File: config.mk
export PLATFORM = sky130hd
export DESIGN_NAME = pass_through_queue_array
export DESIGN_NICKNAME = d
export VERILOG_FILES = /design/src/rtl/pass_through_queue_array.sv
export SDC_FILE = /design/constraint.sdc
export NUM_CORES = 1
export LEC_CHECK = 0
export BUFFER_PORTS_ARGS = -buffer_cell sky130_fd_sc_hd__buf_2
export CORE_MARGIN = 2
export CORE_UTILIZATION = 54
export CTS_BUF_LIST = sky130_fd_sc_hd__clkbuf_4 sky130_fd_sc_hd__clkbuf_8
export CTS_CLUSTER_SIZE = 20
export DETAILED_ROUTE_END_ITERATION = 10
export GPL_ROUTABILITY_DRIVEN = 0
export PLACE_DENSITY = 0.84
export SLEW_MARGIN = 10
export SYNTH_ARGS = -nofsm -noshare
export SYNTH_HDL_FRONTEND = slang
export SYNTH_SLANG_ARGS = --single-unit
File: constraint.sdc
create_clock -name clk -period 2.94 [get_ports clk]
set_input_delay 0.147 -clock clk [delete_from_list [all_inputs] [get_ports clk]]
set_output_delay 0.147 -clock clk [all_outputs]
set_load 0.02 [all_outputs]
File: src/rtl/pass_through_queue_array.sv
// Array of independent val/rdy lanes, each buffered by its own nentries-deep FIFO.
// Flags depend only on registered state (and reset); there is no bypass path from input to output.
module pass_through_queue_array #(
  parameter int unsigned nports   = 2,
  parameter int unsigned nbits    = 32,
  parameter int unsigned nentries = 2,
  localparam int unsigned cbits   = $clog2(nentries + 1)
) (
  input  logic             clk,
  input  logic             reset,
  input  logic             in_val  [nports],
  output logic             in_rdy  [nports],
  input  logic [nbits-1:0] in_msg  [nports],
  output logic             out_val [nports],
  input  logic             out_rdy [nports],
  output logic [nbits-1:0] out_msg [nports],
  output logic [cbits-1:0] count   [nports]
);

  localparam int unsigned pbits = (nentries > 1) ? $clog2(nentries) : 1;

  for (genvar i = 0; i < nports; i++) begin : g_lane
    logic [nbits-1:0] mem [nentries];
    logic [pbits-1:0] head;
    logic [pbits-1:0] tail;
    logic [cbits-1:0] cnt;
    logic             enq;
    logic             deq;

    assign in_rdy[i]  = !reset && (cnt < cbits'(nentries));
    assign out_val[i] = !reset && (cnt != '0);
    assign out_msg[i] = mem[head];
    assign count[i]   = cnt;

    assign enq = in_val[i] && in_rdy[i];
    assign deq = out_val[i] && out_rdy[i];

    // Pointer wrap is an explicit compare so non-power-of-two depths work.
    always_ff @(posedge clk) begin
      if (reset) begin
        head <= '0;
        tail <= '0;
        cnt  <= '0;
      end else begin
        if (enq) begin
          tail <= (tail == pbits'(nentries - 1)) ? '0 : tail + 1'b1;
        end
        if (deq) begin
          head <= (head == pbits'(nentries - 1)) ? '0 : head + 1'b1;
        end
        case ({enq, deq})
          2'b10:   cnt <= cnt + 1'b1;
          2'b01:   cnt <= cnt - 1'b1;
          default: cnt <= cnt;
        endcase
      end
    end

    // Storage is not reset; enq already excludes reset cycles.
    always_ff @(posedge clk) begin
      if (enq) begin
        mem[tail] <= in_msg[i];
      end
    end

    always_ff @(posedge clk) begin
      if (!reset) begin
        assert (cnt <= cbits'(nentries));
        assert (!(enq && (cnt == cbits'(nentries))));
        assert (!(deq && (cnt == '0)));
      end
    end
  end

endmodule

# After elaboration in Yosys (flattened, before gate mapping)
# Memory sizes are Yosys's and may differ from the RTL's. A register that Yosys moved wholly into a read port is not among the register bits.
# Index checks and enable logic that the tools add are counted.
# totals
in_bits	70
register_bits	8
mem_count	2
romBits	0
out_inout_bits	72
mem_bits_rw	128
wordCells	49
latch_bits	0
# classes
n_eq_ne	4
mux	14
n_addsub	8
shift	0
n_reduce_logical	13
div	0
order_cmp	2
n_mul	0
bitwise	0
# memory_table
name	words	word_bits	rd	rd_ports_with_merged_regs	wr	line	source
g_lane[0].mem	2	32	1	1	1	23	logic [nbits-1:0] mem [nentries];
g_lane[1].mem	2	32	1	1	1	23	
# ops
cell	n
2-to-1 mux 1 bit	12
logical AND 1 bit	8
one-hot mux 2 bit (2 select lines)	2
nonzero test 2 bit	4
adder 1 bit, second input constant	4
adder 2 x 1 -> 2 bit, second input constant	2
== test 2 x 1 -> 1 bit, second input constant	2
== test 2 bit, second input constant	2
< comparator 2 bit, second input constant	2
subtractor 2 x 1 -> 2 bit, second input constant	2
logical NOT 1 bit	1

# Depth between registers and ports, before layout
# Gate-level depths: netlist of run 1.
# depth
word_depth	5
ltp_mapped	7
mapped_depth_nobuf	7

# Worst setup path after synthesis of run 1
# Ideal clock, no wire load.
# synth_path
path_kind	register to register
startpoint	register g_lane[0].cnt[1]
endpoint	memory g_lane[0].mem[0][0], enable pin
t_required_ns	2.519
setup_ns	0.421
path_stages_with_launch	4
n_path_buf	0
t_arrival_ns	2.290
period_less_slack_ns	2.711
setup_slack_ns	0.229
path_cell_list	dfxtp_1 > nor2_1 > nand2_1 > nor2_1
# synth_lines
item	line	source
start: declaration	26	logic [cbits-1:0] cnt;
start signal: assignment	52	2'b10: cnt <= cnt + 1'b1;
start signal: assignment	53	2'b01: cnt <= cnt - 1'b1;
start signal: assignment	54	default: cnt <= cnt;
end: declaration	23	

==> impl_results.rst, run 1 <==
.. list-table::
   :header-rows: 1

   * - Metric
     - Value
   * - Status
     - complete, no violations
   * - DPL Wire Length
     - 6020 µm
   * - CTS root buf
     - clkbuf_8
   * - Post-synth EDFFs
     - 128
   * - Most used flip-flop cell after synthesis
     - edfxtp_1
   * - Area leader, netlist
     - edfxtp_1
   * - Number of buffers on the longest clock path
     - 2
   * - Switching part of the total power
     - 24.95%
   * - Remaining number of nets flagged by the antenna check after routing
     - 0
   * - I/O pin cnt
     - 142
   * - Synthesized netlist cell count
     - 253
   * - Cells on worst reg2reg path
     - 6
   * - Maximum level of the CTS H-tree
     - 4
   * - Number of buffers added on ports
     - 141
   * - Seq/Total Area, Yosys
     - 79.86%
   * - Proportion of synthesized flip-flops having asynchronous set or reset
     - 0%
   * - Critical path fanouts, max
     - 32
   * - Highest clock frequency the design can meet
     - 548.3 MHz
   * - Post-synthesis register bit count
     - 138
   * - Crit end category
     - output pin
   * - Crit share post-route
     - 62.03%
   * - Tightest Pin Transition
     - 0.4385 ns
   * - Initial antenna violation count
     - 0
   * - Number of max-cap violations
     - 0
   * - Max Transition Viols Final
     - 0
   * - Number of DRC violations after detailed routing
     - 0
   * - Top cell family by delay on the critical path
     - buffers and inverters
   * - Filler cell count in the final layout
     - 521
   * - Maximum number of pins on one net before global-route repair
     - 33
   * - CTS sink count
     - 138
   * - Average cell area after synthesis
     - 20.01 µm²
   * - Min Clock Period, post-route
     - 1.824 ns
   * - WL final
     - 9722 µm
   * - Area share of the largest cell type after synthesis
     - 75.91%
   * - Mapped Nets
     - 325
   * - Final #Nets
     - 546
   * - Peak per-stage delay on the critical path
     - 0.40 ns
   * - Number of vias per cell
     - 5.037
   * - Drt first pass iters
     - 4
   * - DR WL/cell
     - 16.26 µm
   * - Classification of the worst-slack hold path
     - in -> reg
   * - Hold Vio Cnt, Final
     - 0
   * - Data arrival at the endpoint of the critical path
     - 1.68 ns
   * - CTS tree
     - done
   * - Worst-skew pair later-pin latency
     - 0.41 ns
   * - Most used standard cells in the synthesized netlist
     - 128 x edfxtp_1, 60 x mux2_2, 16 x nor2_1, 10 x dfxtp_1, 6 x buf_4
   * - Cell count of the worst hold path
     - 2
   * - Reported net switching power
     - 1.107 mW
   * - Starting DRT DRC Count
     - 84
   * - Cell with the most instances after synthesis
     - edfxtp_1
   * - Post-Place Setup Slack
     - 1.333 ns
   * - Clk_skew
     - 0.007899 ns
   * - Footprint of the flip-flops and latches
     - 0.004044 mm²
   * - Min-Delay Startpoint
     - reset
   * - Area of the mapped netlist
     - 0.005064 mm²
   * - Area added between synthesis and finish
     - 36.57%
   * - Global routing usage summed across all routing layers
     - 19.60%
   * - Clock buffers created by TritonCTS
     - 17
   * - Max-Slew Margin vs Limit
     - 70.76%
   * - Smallest setup slack after layout
     - 1.116 ns
   * - Power Density
     - 641.8 mW/mm²
   * - Worst setup path category
     - reg -> out
   * - Capture instance of the worst register-to-register path
     - g_lane[0].cnt[1]
   * - Yosys cell types
     - 17
   * - Area of combinational cells with multiple inputs
     - 968.4 µm²
   * - Grt ovf
     - 0
   * - Internal power component
     - 3.331 mW
   * - Worst VDD drop
     - 374.9 µV
   * - Req. time, crit path
     - 2.79 ns
   * - Internal reg-to-reg setup slack
     - 1.31 ns
   * - Reg clk slew, reported paths
     - 0.07 ns
   * - Critical-path cell list
     - buf_4, mux2_2, buf_2
   * - Core occupancy in the finished layout
     - 75.56%
   * - Count of yosys warnings during synthesis
     - 0
   * - Site Rows
     - 35
   * - Placement-stage cell area
     - 0.005902 mm²
   * - Leakage Power
     - 2.637 nW
   * - Post-route standard cell area excluding fillers
     - 0.006915 mm²
   * - Proportion of power drawn by combinational gates
     - 16.2%
   * - Die Wd
     - 100.8 µm
   * - Sum Neg Setup Slack
     - 0 ns
   * - Global-route wire length before repair
     - 14590 µm
   * - Clk network pwr share
     - 32.0%
   * - Vias after detailed routing
     - 3012
   * - Standard cell with the maximum stage delay on the critical path
     - mux2_2
   * - Startpoint of the most critical register-to-register path
     - g_lane[0].cnt[1]
   * - Cells taking the most area after synthesis
     - edfxtp_1 76%, mux2_2 13%, dfxtp_1 4.0%
   * - Setup Viol. Count Final
     - 0
   * - Core Box Area
     - 0.009153 mm²
   * - Initial Utilization
     - 55.32%
   * - Number of gates resized after cts
     - 0
   * - Die outline area
     - 0.01017 mm²
   * - Vias in the first global route
     - 3123
   * - Inserted Diodes
     - 0
   * - Die Y-Extent
     - 100.8 µm
   * - Sequential cell fraction of total power
     - 51.8%
   * - CTS hold repair buffers
     - 64
   * - Number of buffers added for setup after CTS
     - 0
   * - Kind of start point of the critical path
     - register
   * - Setup repair after global routing missed its margin
     - no
   * - Endpoint of the worst hold path
     - g_lane[0].tail
   * - Worst path bufs/invs
     - 2
   * - Fraction of final layout cells sized beyond drive strength 1
     - 48.87%
   * - Power, Total
     - 4.439 mW
stage by stage:
stage,instances,hold slack [ns]
after global routing,598,0.05479
after detailed placement,502,0.3386
final,598,0.05883
after global placement,502,0.3343
after CTS,598,0.03014
after floorplan,253,0.2459
area by class of cell:
cell class | instances | area share (%)
Clock buffer | 18 | 3.492
Clock inverter | 14 | 1.900
Multi-Input combinational cell | 106 | 14.00
Sequential cell | 138 | 58.48
Tap cell | 111 | 2.008
Timing Repair Buffer | 211 | 20.12
metal layers:
metal	wire length, µm	share of wire (%)	vias up	track usage (%)
met5	0	0	-	0
met4	307	3.2	0	10.54
met3	383	3.9	27	5.132
met2	5345	55	95	34.67
met1	3686	38	1475	21.50
li1	-	-	1415	-
worst max-delay path by stage:
stage | start | to | slack, ns | cells past startpoint
global route | register | out_msg[0] | 1.02 | 3
detailed placement | g_lane[0].cnt[1] | g_lane[0].cnt[1] | 1.33 | 6
finish | register | out_msg[44] | 1.12 | 3
CTS | register | out_msg[42] | 1.07 | 3
global placement | g_lane[0].cnt[1] | g_lane[0].cnt[1] | 1.46 | 6
floorplan | g_lane[0].cnt[1] | g_lane[0].mem[0][0] | 0.23 | 3
state kept, by name, indices dropped and copies added, names as in the netlist, named ones only:
signal       count
g_lane.cnt       4
g_lane.mem     128
g_lane.tail      2
g_lane.head      2
power by group through the flow:
| stage | clock [mW] | sequential [mW] | combinational (mW) |
|---|---|---|---|
| 2_1_floorplan | 0 | 2.34 | 0.429 |
| 3_3_place_gp | 0 | 2.33 | 0.636 |
| 3_5_place_dp | 0 | 2.34 | 0.654 |
| 4_1_cts | 1.45 | 2.30 | 0.724 |
| 5_1_grt | 1.53 | 2.31 | 0.769 |
| 6_report | 1.42 | 2.30 | 0.719 |
cells by family (layout without fill, tap and decap cells):
kind of cell / after synthesis / after routing / synth area share [%]
AOI/OAI and AO/OA: 6 / 6 / 0.5931
xor gates and xnor gates: 8 / 8 / 1.384
adders and majority gates: 2 / 2 / 0.4941
buffers and inverters: 9 / 243 / 1.112
DFF: 138 / 138 / 79.86
muxes: 64 / 64 / 14.23
and+or+nand+nor: 26 / 26 / 2.323
layout by cell type, fill, tap and decap left out, drive strengths merged:
| master | n |
|---|---|
| buf | 147 |
| and2 | 2 |
| xnor2 | 4 |
| o21ai | 4 |
| clkbuf | 18 |
| xor2 | 4 |
| nor2 | 16 |
| dfxtp | 10 |
| nand2 | 2 |
| clkinv | 9 |
| ha | 2 |
| nor2b | 2 |
| mux2 | 64 |
| and3 | 2 |
| clkinvlp | 3 |
| dlygate4sd3 | 64 |
| or3 | 2 |
| edfxtp | 128 |
| a21oi | 2 |
| bufinv | 2 |
Power figures use the tool's default switching activity.
==> inputs of run 2 (changes only) <==
ABC_AREA = 1   (was not set)
PLACE_DENSITY = 0.83   (was 0.84)
clock period = 1.8 ns   (was 2.94 ns; I/O delays follow)
==> impl_results.rst, run 2 <==
.. list-table::
   :header-rows: 1

   * - Metric
     - Value
   * - Global routing usage summed across all routing layers
     - 20.30%
   * - Filler cell count in the final layout
     - 560
   * - Cell with the most instances after synthesis
     - edfxtp_1
   * - Data arrival at the endpoint of the critical path
     - 2.01 ns
   * - Worst-skew pair later-pin latency
     - 0.42 ns
   * - Largest reg by FF count
     - g_lane.mem
   * - Area leader, netlist
     - edfxtp_1
   * - Die Y-Extent
     - 104.4 µm
   * - Worst VDD drop
     - 615.6 µV
   * - Highest clock frequency the design can meet
     - 590.2 MHz
   * - Kind of start point of the critical path
     - primary input
   * - Power, Total
     - 7.506 mW
   * - Post-synth EDFFs
     - 128
   * - Internal reg-to-reg setup slack
     - 0.23 ns
   * - CTS tree
     - done
   * - Hold Vio Cnt, Final
     - 0
   * - Vias after detailed routing
     - 3161
   * - Die Wd
     - 104.4 µm
   * - Critical-path cell list
     - dlygate4sd3_1, buf_2, inv_1, nand3_1, inv_1, ha_1, inv_1, nand3_1, nor2_1, nor2_1
   * - Min Clock Period, post-route
     - 1.694 ns
   * - Die outline area
     - 0.01090 mm²
   * - Crit share post-route
     - 94.13%
   * - Remaining number of nets flagged by the antenna check after routing
     - 0
   * - Vias in the first global route
     - 3428
   * - Synthesized netlist cell count
     - 276
   * - I/O pin cnt
     - 142
   * - Post-synthesis register bit count
     - 138
   * - Most used flip-flop cell after synthesis
     - edfxtp_1
   * - Internal power component
     - 5.870 mW
   * - CTS root buf
     - clkbuf_8
   * - Inserted Diodes
     - 0
   * - Proportion of power drawn by combinational gates
     - 12.5%
   * - Standard cell with the maximum stage delay on the critical path
     - dlygate4sd3_1
   * - Initial antenna violation count
     - 0
   * - Max Transition Viols Final
     - 0
   * - Seq/Total Area, Yosys
     - 74.28%
   * - DPL Wire Length
     - 6237 µm
   * - DR WL/cell
     - 16.70 µm
   * - Crit end category
     - register
   * - Average cell area after synthesis
     - 19.72 µm²
   * - Drt first pass iters
     - 4
   * - Setup Viol. Count Final
     - 0
   * - Number of buffers added for setup after CTS
     - 0
   * - Clk_skew
     - 0.008121 ns
   * - Smallest setup slack after layout
     - 0.1057 ns
   * - Req. time, crit path
     - 2.11 ns
   * - Worst Hold Margin
     - 0.3927 ns
   * - Leakage Power
     - 3.026 nW
   * - Grt ovf
     - 0
   * - Number of max-cap violations
     - 0
   * - Area share of the largest cell type after synthesis
     - 70.60%
   * - Reported net switching power
     - 1.637 mW
   * - CTS sink count
     - 138
   * - Cells taking the most area after synthesis
     - edfxtp_1 71%, mux2_4 17%, dfxtp_1 3.7%
   * - Max-Slew Margin vs Limit
     - 82.58%
   * - Site Rows
     - 36
   * - Count of yosys warnings during synthesis
     - 0
   * - Library cell appearing most often on the critical path
     - inv_1
   * - Maximum level of the CTS H-tree
     - 4
   * - Clock buffers created by TritonCTS
     - 17
   * - Worst path bufs/invs
     - 5
   * - Tightest Pin Transition
     - 0.2614 ns
   * - Classification of the worst-slack hold path
     - in -> reg
   * - Number of vias per cell
     - 4.848
   * - Starting DRT DRC Count
     - 109
   * - Peak per-stage delay on the critical path
     - 0.52 ns
   * - Final #Nets
     - 578
   * - Clk network pwr share
     - 38.3%
   * - Area of the mapped netlist
     - 0.005444 mm²
   * - Number of DRC violations after detailed routing
     - 0
   * - Switching part of the total power
     - 21.80%
   * - Proportion of synthesized flip-flops having asynchronous set or reset
     - 0%
   * - Worst setup path category
     - in -> reg
   * - Most used standard cells in the synthesized netlist
     - 128 x edfxtp_1, 60 x mux2_4, 16 x nand2_1, 15 x inv_1, 12 x nor2_1
   * - Power Density
     - 997.6 mW/mm²
   * - Maximum number of pins on one net before global-route repair
     - 33
   * - Biggest registers after layout
     - g_lane.mem x128, g_lane.cnt x4
   * - Critical path fanouts, max
     - 11
   * - Mapped Nets
     - 348
   * - Fraction of final layout cells sized beyond drive strength 1
     - 48.17%
   * - WL final
     - 10890 µm
   * - Commonest cells after routing, fill and taps aside
     - 141 x buf_2, 128 x edfxtp_1, 72 x dlygate4sd3_1, 60 x mux2_4, 17 x clkbuf_8
   * - Reg clk slew, reported paths
     - 0.07 ns
   * - Number of buffers added on ports
     - 141
   * - Global-route wire length before repair
     - 16580 µm
   * - Top cell family by delay on the critical path
     - buffers and inverters
   * - Number of flip-flops under the largest register name
     - 128
   * - Area added between synthesis and finish
     - 38.22%
   * - Post-Place Setup Slack
     - 0.3066 ns
   * - Core Box Area
     - 0.009774 mm²
   * - Number of buffers on the longest clock path
     - 2
   * - Setup repair after global routing missed its margin
     - no
   * - Initial Utilization
     - 55.70%
   * - Status
     - complete, no violations
   * - Cell Count Post-Placement
     - 548
   * - Post-layout instance count excluding filler cells
     - 652
   * - Sequential cell fraction of total power
     - 49.1%
   * - Yosys cell types
     - 17
   * - Most common cell after layout, fill and taps aside
     - buf_2
## run 2: changes by cell type in the layout (fill, tap and decap cells not counted), moves of 7 or more
cell,previous run,this run
inv_1,0,15
mux2_4,0,60
mux2_2,60,4
nand2_1,2,16
buf_12,0,7
dlygate4sd3_1,64,72
## run 2: final timing paths
path                                  startpoint              endpoint  depth (start not counted)
worst max register to register  g_lane[0].cnt[1]      g_lane[0].cnt[1]                          9
worst min-delay path                  in_msg[20]  g_lane[1].mem[0][20]                          2
worst min register to register    g_lane[1].head              register                          4
worst max-delay path                       reset      g_lane[0].cnt[1]                         10
## run 2: worst reg2reg max path, cell delays in order (launching register included)
cell and delay [ns]:
dfxtp_1 0.41, inv_1 0.11, nand2_1 0.09, nand3_1 0.09, inv_1 0.09, ha_1 0.26, inv_1 0.09, nand3_1 0.14
nor2_1 0.14, nor2_1 0.06
## run 2: repair_timing
action,in CTS,in global routing
resized for setup,0,1
endpoints found under the hold margin,134,0
hold buffers,72,0
setup endpoints to repair,0,24
## run 2: cell type report
class | count | area (µm²) | area share, %
sequential | 138 | 4049 | 53.81
timing repair buffer | 220 | 1567 | 20.82
multi-input combinational | 114 | 1224 | 16.26
clock buffer | 17 | 234.0 | 3.109
clock inverter | 15 | 229.0 | 3.043
tap | 133 | 166.4 | 2.212
inverter | 15 | 56.30 | 0.7483
## run 2: logic make-up (layout without fill, tap and decap cells)
group                      count (synthesis)  count (layout)  share of synthesized area, %
and+or+nand+nor                           40              40                         3.355
DFF                                      138             138                         74.28
AOI/OAI and AO/OA                          8               8                        0.7355
buffers and inverters                     24             267                         3.792
adders and majority gates                  2               2                        0.4596
muxes                                     64              64                         17.38
## run 2: stage by stage
stage               setup TNS [ns]  cell area, µm²  util, %
finish                           0            7525    76.98
detailed placement               0            6339    64.85
floorplan                   -22.95            5454        -
global route                     0            7525    76.98
global placement                 0            6339    64.85
CTS                              0            7522    76.96
## run 2: metal layers
layer,vias up,global-route usage [%],wire length (µm)
met4,0,8.301,228
li1,1497,-,-
met1,1547,20.77,3928
met3,20,6.015,463
met5,-,0,0
met2,97,38.24,6265
## run 2: power by group through the flow
stage	clock network, mW	registers, mW	logic (mW)
3_5_place_dp	0	3.76	0.807
6_report	2.88	3.69	0.941
3_3_place_gp	0	3.75	0.783
2_1_floorplan	0	3.75	0.536
4_1_cts	2.92	3.69	0.935
5_1_grt	3.06	3.70	0.997
==> inputs of run 3 (changes only) <==
CORE_MARGIN = 3   (was 2)
SLEW_MARGIN = 20   (was 10)
==> impl_results.rst, run 3 (same netlist as run 2, synthesis figures left out) <==
.. list-table::
   :header-rows: 1

   * - Metric
     - Value
   * - Power Density
     - 954.8 mW/mm²
   * - Top cell family by delay on the critical path
     - buffers and inverters
   * - Min Clock Period, post-route
     - 1.725 ns
   * - CTS sink count
     - 138
   * - Number of flip-flops under the largest register name
     - 128
   * - Maximum number of pins on one net before global-route repair
     - 33
   * - Cell count of the worst hold path
     - 2
   * - Die Wd
     - 106.4 µm
   * - Footprint of the flip-flops and latches
     - 0.004049 mm²
   * - Internal power component
     - 5.466 mW
   * - Standard cell with the maximum stage delay on the critical path
     - dlygate4sd3_1
   * - Final #Nets
     - 578
   * - I/O pin cnt
     - 142
   * - CP Depth
     - 8
   * - CTS tree
     - done
   * - Max-Slew Margin vs Limit
     - 81.31%
   * - Switching part of the total power
     - 23.10%
   * - Initial antenna violation count
     - 0
   * - Worst VDD drop
     - 496.0 µV
   * - Hold Vio Cnt, Final
     - 0
   * - Site Rows
     - 36
   * - Worst setup path category
     - in -> reg
   * - Proportion of power drawn by combinational gates
     - 13.2%
   * - Number of vias per cell
     - 4.934
   * - Clk network pwr share
     - 34.9%
   * - Post-layout instance count excluding filler cells
     - 651
   * - Drt first pass iters
     - 4
   * - Classification of the worst-slack hold path
     - in -> reg
   * - Worst Hold Margin
     - 0.4009 ns
   * - Crit share post-route
     - 95.82%
   * - Area of combinational cells with multiple inputs
     - 0.001224 mm²
   * - Vias in the first global route
     - 3421
   * - Setup repair after global routing missed its margin
     - no
   * - Commonest cells after routing, fill and taps aside
     - 141 x buf_2, 128 x edfxtp_1, 72 x dlygate4sd3_1, 60 x mux2_4, 17 x clkbuf_8
   * - Clock buffers created by TritonCTS
     - 17
   * - WL final
     - 11010 µm
   * - Data arrival at the endpoint of the critical path
     - 2.03 ns
   * - Global-route wire length before repair
     - 16800 µm
   * - Die outline area
     - 0.01132 mm²
   * - Global routing usage summed across all routing layers
     - 19.84%
   * - Worst path bufs/invs
     - 4
   * - Setup Viol. Count Final
     - 0
   * - Reported net switching power
     - 1.642 mW
   * - Number of buffers added for setup after CTS
     - 0
   * - Inserted Diodes
     - 0
   * - Cells on worst reg2reg path
     - 7
   * - DR WL/cell
     - 16.90 µm
   * - Initial Utilization
     - 55.70%
   * - Most common cell after layout, fill and taps aside
     - buf_2
   * - Critical path fanouts, max
     - 11
   * - Max Transition Viols Final
     - 0
   * - Filler cell count in the final layout
     - 568
   * - Cell Count Post-Placement
     - 548
   * - Core Box Area
     - 0.009774 mm²
   * - Clk_skew
     - 0.01008 ns
   * - Critical-path cell list
     - dlygate4sd3_1, buf_2, inv_1, nand3_1, nand2_1, nand2_1, nor2_1, dlygate4sd3_1
   * - Kind of start point of the critical path
     - primary input
   * - Req. time, crit path
     - 2.10 ns
   * - Starting DRT DRC Count
     - 115
   * - Reg clk slew, reported paths
     - 0.08 ns
   * - Number of DRC violations after detailed routing
     - 0
   * - Status
     - complete, no violations
   * - Tightest Pin Transition
     - 0.2804 ns
   * - Maximum level of the CTS H-tree
     - 4
   * - Remaining number of nets flagged by the antenna check after routing
     - 0
   * - Largest reg by FF count
     - g_lane.mem
   * - Crit end category
     - register
   * - Peak per-stage delay on the critical path
     - 0.57 ns
   * - Area added between synthesis and finish
     - 36.75%
   * - Vias after detailed routing
     - 3212
   * - CTS root buf
     - clkbuf_8
   * - Sequential cell fraction of total power
     - 51.9%
   * - Number of buffers added on ports
     - 141
   * - Number of buffers on the longest clock path
     - 2
   * - DPL Wire Length
     - 6667 µm
   * - Highest clock frequency the design can meet
     - 579.8 MHz
   * - Die Y-Extent
     - 106.4 µm
   * - Number of max-cap violations
     - 0
   * - Biggest registers after layout
     - g_lane.mem x128, g_lane.cnt x4
   * - Fraction of final layout cells sized beyond drive strength 1
     - 48.65%
   * - Grt ovf
     - 0
   * - Leakage Power
     - 2.993 nW
   * - Worst-skew pair later-pin latency
     - 0.41 ns
[run 3: path summary, 6_finish.rpt]
check	start	end	slack (ns)
setup / recovery	reset	g_lane[0].head	0.08
hold / removal	in_msg[49]	g_lane[0].mem[0][17]	0.40
setup reg to reg	g_lane[0].cnt[1]	g_lane[0].head	0.20
hold reg to reg	g_lane[1].head	register	0.56
[run 3: metal layers]
layer  track usage (%)  up-vias  wire length [µm]
met2             36.97      114              6361
li1                  -     1499                 -
met1             20.81     1580              3987
met3             4.068       19               420
met5                 0        -                 0
met4             10.55        0               236
[run 3: what timing repair did]
action,CTS,global route
endpoints found under the hold margin,134,0
gates resized for setup,0,1
endpoints found under the setup margin,0,25
hold buffers,72,0
[run 3: cell type report]
class / count / area share, %
clock buffer: 18 / 3.244
clock inverter: 13 / 2.067
inverter: 15 / 0.7563
multi-input combinational: 114 / 16.44
sequential: 138 / 54.39
tap: 133 / 2.235
timing repair buffer: 220 / 20.87
[run 3: power by group through the flow]
stage	logic, mW	clock network, mW	registers, mW
CTS	0.932	2.53	3.69
detailed placement	0.806	0	3.76
global route	0.993	2.67	3.70
floorplan	0.536	0	3.75
global placement	0.781	0	3.75
finish	0.937	2.48	3.69
[run 3: stage by stage]
stage	setup WS, ns	setup TNS (ns)	utilization [%]	power [mW]	area (µm²)
floorplan	-0.1793	-22.95	-	4.289	5454
global placement	0.4647	0	64.72	4.531	6326
detailed placement	0.3176	0	64.72	4.568	6326
CTS	0.001880	0	76.14	7.149	7442
global route	0.009069	0	76.16	7.359	7445
finish	0.07517	0	76.16	7.108	7445
